--- src/rtl/multiplier_pkg.sv ---
// Shared types and constants for the multiplier front-end and control unit.
package multiplier_pkg;

  typedef enum logic [1:0] {IDLE_UP, WAIT_DOWN, HELD_DOWN, WAIT_UP} debounce_state_t;

  localparam int KEY_CLEARA_LOADB        = 0;
  localparam int KEY_EXECUTE             = 1;
  localparam int DEBOUNCE_CYCLES_DEFAULT = 500000;

  // Counter width that stays legal when only a single stable cycle is required.
  function automatic int cnt_width(input int cycles);
    return (cycles > 1) ? $clog2(cycles) : 1;
  endfunction

endpackage

--- src/rtl/key_debouncer.sv ---
// One push-button: synchronizer, debounce FSM with stability timer, level and edge pulses.
//
// state     | meaning
// ----------+------------------------------------------------------------
// IDLE_UP   | key released and accepted as released
// WAIT_DOWN | key seen pressed, waiting for it to stay pressed
// HELD_DOWN | key pressed and accepted as pressed
// WAIT_UP   | key seen released, waiting for it to stay released
module key_debouncer
  import multiplier_pkg::*;
#(
  parameter int SYNC_STAGES     = 2,
  parameter int DEBOUNCE_CYCLES = DEBOUNCE_CYCLES_DEFAULT
) (
  input  logic CLK,
  input  logic Reset_n,
  input  logic key_n,
  output logic key_level,
  output logic key_press,
  output logic key_release
);

  localparam int              CNT_W    = cnt_width(DEBOUNCE_CYCLES);
  localparam logic [CNT_W-1:0] CNT_LOAD = CNT_W'(DEBOUNCE_CYCLES - 1);

  logic [SYNC_STAGES-1:0] sync_q, sync_d;
  debounce_state_t        state_q, state_d;
  logic [CNT_W-1:0]       cnt_q, cnt_d;
  logic                   level_q, level_d;
  logic                   press_q, press_d;
  logic                   release_q, release_d;
  logic                   pressed;

  assign sync_d  = {sync_q[SYNC_STAGES-2:0], key_n};
  assign pressed = ~sync_q[SYNC_STAGES-1];

  // Stability timer counts down from DEBOUNCE_CYCLES-1; terminal count is zero.
  always_comb begin
    state_d = state_q;
    cnt_d   = cnt_q;
    case (state_q)
      IDLE_UP: begin
        if (pressed) begin
          state_d = WAIT_DOWN;
          cnt_d   = CNT_LOAD;
        end
      end
      WAIT_DOWN: begin
        if (!pressed)             state_d = IDLE_UP;
        else if (cnt_q == '0)     state_d = HELD_DOWN;
        else                      cnt_d   = cnt_q - CNT_W'(1);
      end
      HELD_DOWN: begin
        if (!pressed) begin
          state_d = WAIT_UP;
          cnt_d   = CNT_LOAD;
        end
      end
      WAIT_UP: begin
        if (pressed)              state_d = HELD_DOWN;
        else if (cnt_q == '0)     state_d = IDLE_UP;
        else                      cnt_d   = cnt_q - CNT_W'(1);
      end
      default: state_d = IDLE_UP;
    endcase
  end

  // Level only rises on WAIT_DOWN->HELD_DOWN and only falls on WAIT_UP->IDLE_UP,
  // so its edges are exactly the accepted press and release events.
  always_comb begin
    level_d   = (state_q == HELD_DOWN) || (state_q == WAIT_UP);
    press_d   = level_d & ~level_q;
    release_d = ~level_d & level_q;
  end

  always_ff @(posedge CLK or negedge Reset_n) begin
    if (!Reset_n) begin
      sync_q    <= '1;
      state_q   <= IDLE_UP;
      cnt_q     <= '0;
      level_q   <= 1'b0;
      press_q   <= 1'b0;
      release_q <= 1'b0;
    end else begin
      sync_q    <= sync_d;
      state_q   <= state_d;
      cnt_q     <= cnt_d;
      level_q   <= level_d;
      press_q   <= press_d;
      release_q <= release_d;
    end
  end

  assign key_level   = level_q;
  assign key_press   = press_q;
  assign key_release = release_q;

endmodule

--- src/rtl/input_conditioner.sv ---
// Front end of the multiplier: debounced keys, synchronized switches and a
// downstream reset that asserts asynchronously and releases synchronously.
module input_conditioner
  import multiplier_pkg::*;
#(
  parameter int NUM_KEYS        = 2,
  parameter int SW_WIDTH        = 8,
  parameter int SYNC_STAGES     = 2,
  parameter int DEBOUNCE_CYCLES = DEBOUNCE_CYCLES_DEFAULT
) (
  input  logic                CLK,
  input  logic                Reset_n,
  input  logic [NUM_KEYS-1:0] Key_n,
  input  logic [SW_WIDTH-1:0] SW,
  output logic [NUM_KEYS-1:0] Key_Level,
  output logic [NUM_KEYS-1:0] Key_Press,
  output logic [NUM_KEYS-1:0] Key_Release,
  output logic [SW_WIDTH-1:0] SW_Sync,
  output logic                Reset_Out
);

  logic [SYNC_STAGES-1:0][SW_WIDTH-1:0] sw_sync_q, sw_sync_d;
  logic [SYNC_STAGES-1:0]               rst_sync_q, rst_sync_d;

  always_comb begin
    sw_sync_d  = {sw_sync_q[SYNC_STAGES-2:0], SW};
    rst_sync_d = {rst_sync_q[SYNC_STAGES-2:0], 1'b0};
  end

  always_ff @(posedge CLK or negedge Reset_n) begin
    if (!Reset_n) begin
      sw_sync_q  <= '0;
      rst_sync_q <= '1;
    end else begin
      sw_sync_q  <= sw_sync_d;
      rst_sync_q <= rst_sync_d;
    end
  end

  assign SW_Sync   = sw_sync_q[SYNC_STAGES-1];
  assign Reset_Out = rst_sync_q[SYNC_STAGES-1];

  for (genvar g = 0; g < NUM_KEYS; g++) begin : g_key
    key_debouncer #(
      .SYNC_STAGES     (SYNC_STAGES),
      .DEBOUNCE_CYCLES (DEBOUNCE_CYCLES)
    ) u_key_debouncer (
      .CLK         (CLK),
      .Reset_n     (Reset_n),
      .key_n       (Key_n[g]),
      .key_level   (Key_Level[g]),
      .key_press   (Key_Press[g]),
      .key_release (Key_Release[g])
    );
  end

endmodule

--- config.mk ---
export PLATFORM = sky130hd
export DESIGN_NAME = input_conditioner
export DESIGN_NICKNAME = d
export VERILOG_FILES = /design/src/rtl/multiplier_pkg.sv /design/src/rtl/key_debouncer.sv /design/src/rtl/input_conditioner.sv
export SDC_FILE = /design/constraint.sdc
export NUM_CORES = 1
export LEC_CHECK = 0
export CAP_MARGIN = 20
export CORE_ASPECT_RATIO = 1.5
export CORE_UTILIZATION = 30
export CTS_CLUSTER_DIAMETER = 150
export DETAILED_ROUTE_END_ITERATION = 12
export PLACE_DENSITY = 0.49
export SYNTH_ARGS = -nofsm -noshare
export SYNTH_HDL_FRONTEND = slang
export SYNTH_SLANG_ARGS = --single-unit
--- constraint.sdc ---
create_clock -name CLK -period 2.5 [get_ports CLK]
set_input_delay 0.5 -clock CLK [delete_from_list [all_inputs] [get_ports CLK]]
set_output_delay 0.5 -clock CLK [all_outputs]
set_load 0.005 [all_outputs]
==> flow_summary.ini, run 1 <==
[run_status]
outcome = complete, no violations

[detailed_routing]
first_pass_iters = 4
ant_nets = 0
drt_iter0_markers = 112
drc = 0
wire_per_inst_um = 14.9
vias_per_cell = 5.23
wirelength_mm = 7.54
vias = 2651

[clocking]
cts_tree = yes
clk_latency_ns = 0.33
cts.hold.buffers_added = 0
clockBufferDepth = 2
clock-root-buffer = clkbuf_16
ctsResizeCount = 0
htreeDepth = 3
cts_setup_buffers = 0
cts.sinks = 70
clk_pin_slew_worst_paths_ns = 0.06
cts_buffers = 9

[die]
row_count = 46
dieArea_um2 = 11500
die_height_um = 131
start_util_pct = 31.1
coreArea_um2 = 10600
pin_count = 27
fp.dieW_um = 87.7

[worst_setup_path]
crit_chain = inv_1, ha_1, or4b_4, or4_4, o41ai_1, nand2_1
cp_slowest_stage_delay_ns = 0.52
path_max_fanout = 6
crit_arrival_ns = 2.50
reg2reg_depth = 6
path_delay_family = simple AND/OR/NAND/NOR gates
critPathSlowestCell = or4b_4
start_kind = register
required_ns = 2.69
crit_buf_inv = 1
endpoint_kind = register
path_depth = 6
worstSetupPathType = reg2reg

[pwr]
pwr-share-comb_pct = 5.7
ir_drop_mv = 0.365
intPower_mw = 2.13
p_leak_nw = 1.62
p_sw_mw = 0.612
switching_share_pct = 22.3
power_frac_seq_pct = 44.2
pwr-share-clk_pct = 50.1
power_per_cell_area_nw_per_um2 = 668
finalPower_mw = 2.74

[synth]
synth_area_leaders = dfrtp_1, dfstp_2, nand2_1, o21ai_0, a21oi_1
postSynthCellCount = 322
synthMostInstantiatedCell = dfrtp_1
synth_area_um2 = 3310
ys.flop_type = dfrtp_1
synth_cell_types = 52
yosys_warnings = 0
synth_edf_count = 0
ys_seq_elements = 70
yosys-top-cells-count = dfrtp_1, nand2_1, nor2_1, o21ai_0, a21oi_1
yosys.area.top_type = dfrtp_1
syn_nets = 336
async_reset_ff_share_pct = 100
ys_seq_area_share_pct = 53.2
syn_avg_cell_area_um2 = 10.3
synth_top_area_share_pct = 48.4

[finish]
seq_area_um2 = 1760
multiInputGateArea_um2 = 1410
drive_above_1_share_pct = 15.7
syn2layout_area_growth_pct = 24.1
nets = 372
n_antenna_cell = 0
num-fill-cells = 1049

[sta]
timing.fmax_ghz = 0.434
fin_tns_setup_ns = 0
finClkSkew_ns = 0.0111
slew_viol_final = 0
timing.hold.ws_ns = 0.182
fin_crit_ns = 2.31
final_hold_viol_count = 0
setup_viol = 0
rsz0062_at_grt = false
tightest_slew_ns = 0.686
slew_headroom_pct = 53.8
fin_crit_sh_pct = 92.2

[placed_design]
dp_hpwl_mm = 5.22
place_congestion = 0.828
io_buffers = 26

[grt]
track_usage_pct = 14.6
grt_pass1_vias = 2634
antenna_found_initial = 0
grt_max_degree = 71
grt_pass1_wl_mm = 12.7
gr-total-overflow = 0

[hold_path]
hp-class = in2async

[run]
cap_viol_max_count = 0
## area by class of cell
class | count | share of cell area, %
Clock buffer | 10 | 5.58
Inverter | 11 | 1.01
Timing Repair Buffer | 42 | 9.45
Multi-Input combinational cell | 224 | 34.4
Sequential cell | 70 | 42.9
Clock inverter | 6 | 2.29
Tap cell | 144 | 4.39
## layout by cell type (no fill, tap or decap), types with 5 or more instances in the layout
cell type / synthesis / layout
buf_4: 6 / 15
a21oi_1: 16 / 16
clkdlybuf4s50_1: 0 / 25
nand3_1: 15 / 15
dfstp_2: 6 / 6
a31oi_1: 6 / 6
nor2_1: 19 / 19
nor4_1: 9 / 9
nor2b_1: 5 / 5
o31ai_1: 6 / 6
or4_1: 6 / 6
nand4_1: 10 / 10
nor3_1: 11 / 11
o21ai_0: 18 / 18
dfrtp_1: 64 / 64
nand2_1: 29 / 29
inv_1: 11 / 11
clkbuf_16: 0 / 9
or3_1: 8 / 8
## cells by family after synthesis
kind of cell,share of synthesized area [%]
XOR/XNOR,1.06
other,0.113
multiplexers,2.23
flip-flops,53.2
buffers and inverters,4.05
AND/OR/NAND/NOR,23.9
adder cells (fa/ha/maj),0.757
AO/OA/AOI/OAI,14.6
## layer usage
layer	up-vias	part of all wire (%)	GRT usage, %
met5	-	0	0
met4	0	2.7	7.71
met3	14	2.7	3.71
met2	43	54	24.7
met1	1315	41	16.7
li1	1279	-	-
## stage by stage
stage | setup WS, ns | cells | utilization [%] | cell area (µm²)
global route | 0.0703 | 507 | 38.6 | 4110
global placement | 0.268 | 491 | 35.5 | 3780
CTS | 0.178 | 507 | 38.6 | 4110
detailed placement | 0.194 | 491 | 35.5 | 3780
floorplan | 0.357 | 322 | - | 3310
finish | 0.194 | 507 | 38.6 | 4110
## power by group through the flow
stage	logic [mW]	clock network (mW)	registers [mW]
after floorplan	0.0752	0	1.22
after global placement	0.160	0	1.23
after detailed placement	0.162	0	1.23
after CTS	0.162	1.41	1.21
after global routing	0.180	1.46	1.22
final	0.157	1.37	1.21
## sequential cells by signal (all words and copies together) (netlist names), named ones only
signal                             count
g_key.u_key_debouncer.cnt_q           38
g_key.u_key_debouncer.key_release      2
g_key.u_key_debouncer.sync_q           4
g_key.u_key_debouncer.key_level        2
SW_Sync                                8
g_key.u_key_debouncer.state_q          2
rst_sync_q                             2
sw_sync_d                              8
g_key.u_key_debouncer.key_press        2
## final timing paths
check,slack [ns],end,start
min,0.18,g_key[1].u_key_debouncer.key_release,Reset_n
min reg2reg,0.35,SW_Sync[6],sw_sync_d[14]
max in group asynchronous,1.96,rst_sync_q[0],Reset_n
max reg2reg,0.19,g_key[0].u_key_debouncer.cnt_q[18],g_key[0].u_key_debouncer.cnt_q[0]
max,0.19,g_key[0].u_key_debouncer.cnt_q[18],g_key[0].u_key_debouncer.cnt_q[0]
min in group CLK,0.35,SW_Sync[6],sw_sync_d[14]
No activity file was read; power rests on OpenSTA's default activity.
==> run 2: changes to the inputs <==
GPL_TIMING_DRIVEN = 0   (was unset)
==> run 2 against run 1 <==
Compared with the run above:
- combinational power hardly changed
- via count up 1.2%
- largest power group is now registers
- worst hold slack worse by 0.11 ns
- global-route usage rose by 0.29 points
- fmax fell by 2.9%
- non-clock buffer count increased by 2
- critical path depth stayed put
- setup slack got worse by 0.070 ns
- sequential power about the same
- flip-flop and latch count stayed put
- final cell count rose by 0.39%
==> flow_summary.ini, run 2 (same netlist as run 1, synthesis figures left out) <==
[sta]
slew_viol_final = 0
worst_slack_ns = 0.125
fin_crit_ns = 2.38
rsz0062_at_grt = false
final_hold_viol_count = 0
finClkSkew_ns = 0.00869
slew_headroom_pct = 54.8
timing.fmax_ghz = 0.421
tightest_slew_ns = 0.673
fin_crit_sh_pct = 95.0
setup_viol = 0

[worst_setup_path]
crit_arrival_ns = 2.57
start_kind = register
endpoint_kind = register
crit_chain = inv_1, ha_1, or4b_4, or4_4, o41ai_1, nand2_1
path_max_fanout = 6
worstSetupPathType = reg2reg
critPathSlowestCell = or4b_4
required_ns = 2.69
cp_slowest_stage_delay_ns = 0.54

[die]
coreArea_um2 = 10600
row_count = 46
start_util_pct = 31.1
dieArea_um2 = 11500
pin_count = 27
fp.dieW_um = 87.7
die_height_um = 131

[clocking]
htreeDepth = 3
clk_pin_slew_worst_paths_ns = 0.06
cts_tree = yes
cts.hold.buffers_added = 0
cts_setup_buffers = 0
clockBufferDepth = 2
cts_buffers = 9
clock-root-buffer = clkbuf_16
clk_latency_ns = 0.34
cts.sinks = 70
ctsResizeCount = 1

[detailed_routing]
first_pass_iters = 4
wire_per_inst_um = 15.3
drc = 0
drt_iter0_markers = 119
wirelength_mm = 7.81
ant_nets = 0
vias_per_cell = 5.27
vias = 2683

[finish]
final_cells = 509
fin_area_um2 = 4070
nets = 374
syn2layout_area_growth_pct = 23.0
largest_register_ffs = 38
layout_common_cells = dfrtp_1, nand2_1, clkdlybuf4s50_1
final_util_pct = 38.2
drive_above_1_share_pct = 14.2
regMostFlops = g_key.u_key_debouncer.cnt_q
mostFrequentLayoutCell = dfrtp_1
n_antenna_cell = 0

[grt]
grt_pass1_wl_mm = 12.8
grt_pass1_vias = 2610
grt_max_degree = 46
gr-total-overflow = 0
antenna_found_initial = 0
track_usage_pct = 14.9

[pwr]
power_per_cell_area_nw_per_um2 = 621
finalPower_mw = 2.52
ir_drop_mv = 0.315
p_leak_nw = 1.60

[placed_design]
dp_hpwl_mm = 5.53
placed_cells = 493
pre_cts_ws_ns = -0.0865
io_buffers = 26
place_congestion = 0.820
place_area_um2 = 3770

[run]
cap_viol_max_count = 0

[hold_path]
hp-class = in2async

[run_status]
outcome = complete, no violations
-- run 2: through the flow --
step	hold WS [ns]	setup TNS, ns
after CTS	0.0841	0
after floorplan	0.204	0
after global routing	0.100	0
after global placement	0.334	-106.13
final	0.0717	0
after detailed placement	0.335	-0.218
-- run 2: layout make-up --
type | instances | area, µm²
fillers | 1065 | 6580
clock inverters | 6 | 40.0
inverters | 11 | 41.3
flip-flops and latches | 70 | 1760
multi-input cells | 224 | 1440
clock buffers | 10 | 229
repair buffers | 27 | 285
plain buffers | 17 | 92.6
well taps | 144 | 180
-- run 2: worst paths after layout --
kind,start,end,slack (ns),cells past startpoint
worst max-delay path,g_key[0].u_key_debouncer.cnt_q[0],g_key[0].u_key_debouncer.cnt_q[18],0.12,6
worst min-delay path,Reset_n,g_key[1].u_key_debouncer.cnt_q[9],0.07,1
worst max register to register,g_key[0].u_key_debouncer.cnt_q[0],g_key[0].u_key_debouncer.cnt_q[18],0.12,6
worst min register to register,sw_sync_d[12],SW_Sync[4],0.35,0
max in group asynchronous,Reset_n,rst_sync_q[0],1.82,2
min in group CLK,sw_sync_d[12],SW_Sync[4],0.35,0
-- run 2: routing by layer --
| metal | vias up | GRT usage [%] | wire [µm] |
|---|---|---|---|
| li1 | 1285 | - | - |
| met1 | 1333 | 16.6 | 3160 |
| met2 | 51 | 26.4 | 4270 |
| met3 | 14 | 3.20 | 218 |
| met4 | 0 | 7.14 | 162 |
| met5 | - | 0 | 0 |
-- run 2: where the power goes --
part           switching, mW  internal (mW)  total [mW]
Clock                  0.483          0.668        1.15
Combinational         0.0868         0.0706       0.157
Sequential            0.0383           1.18        1.22
-- run 2: worst max-delay path: cells and delay by family, from the launching register on --
kind                       cells  cell delay (ns)
AOI/OAI and AO/OA              1             0.31
adders and majority gates      1             0.23
buffers and inverters          1             0.09
DFF                            1             0.42
and+or+nand+nor                3             1.17
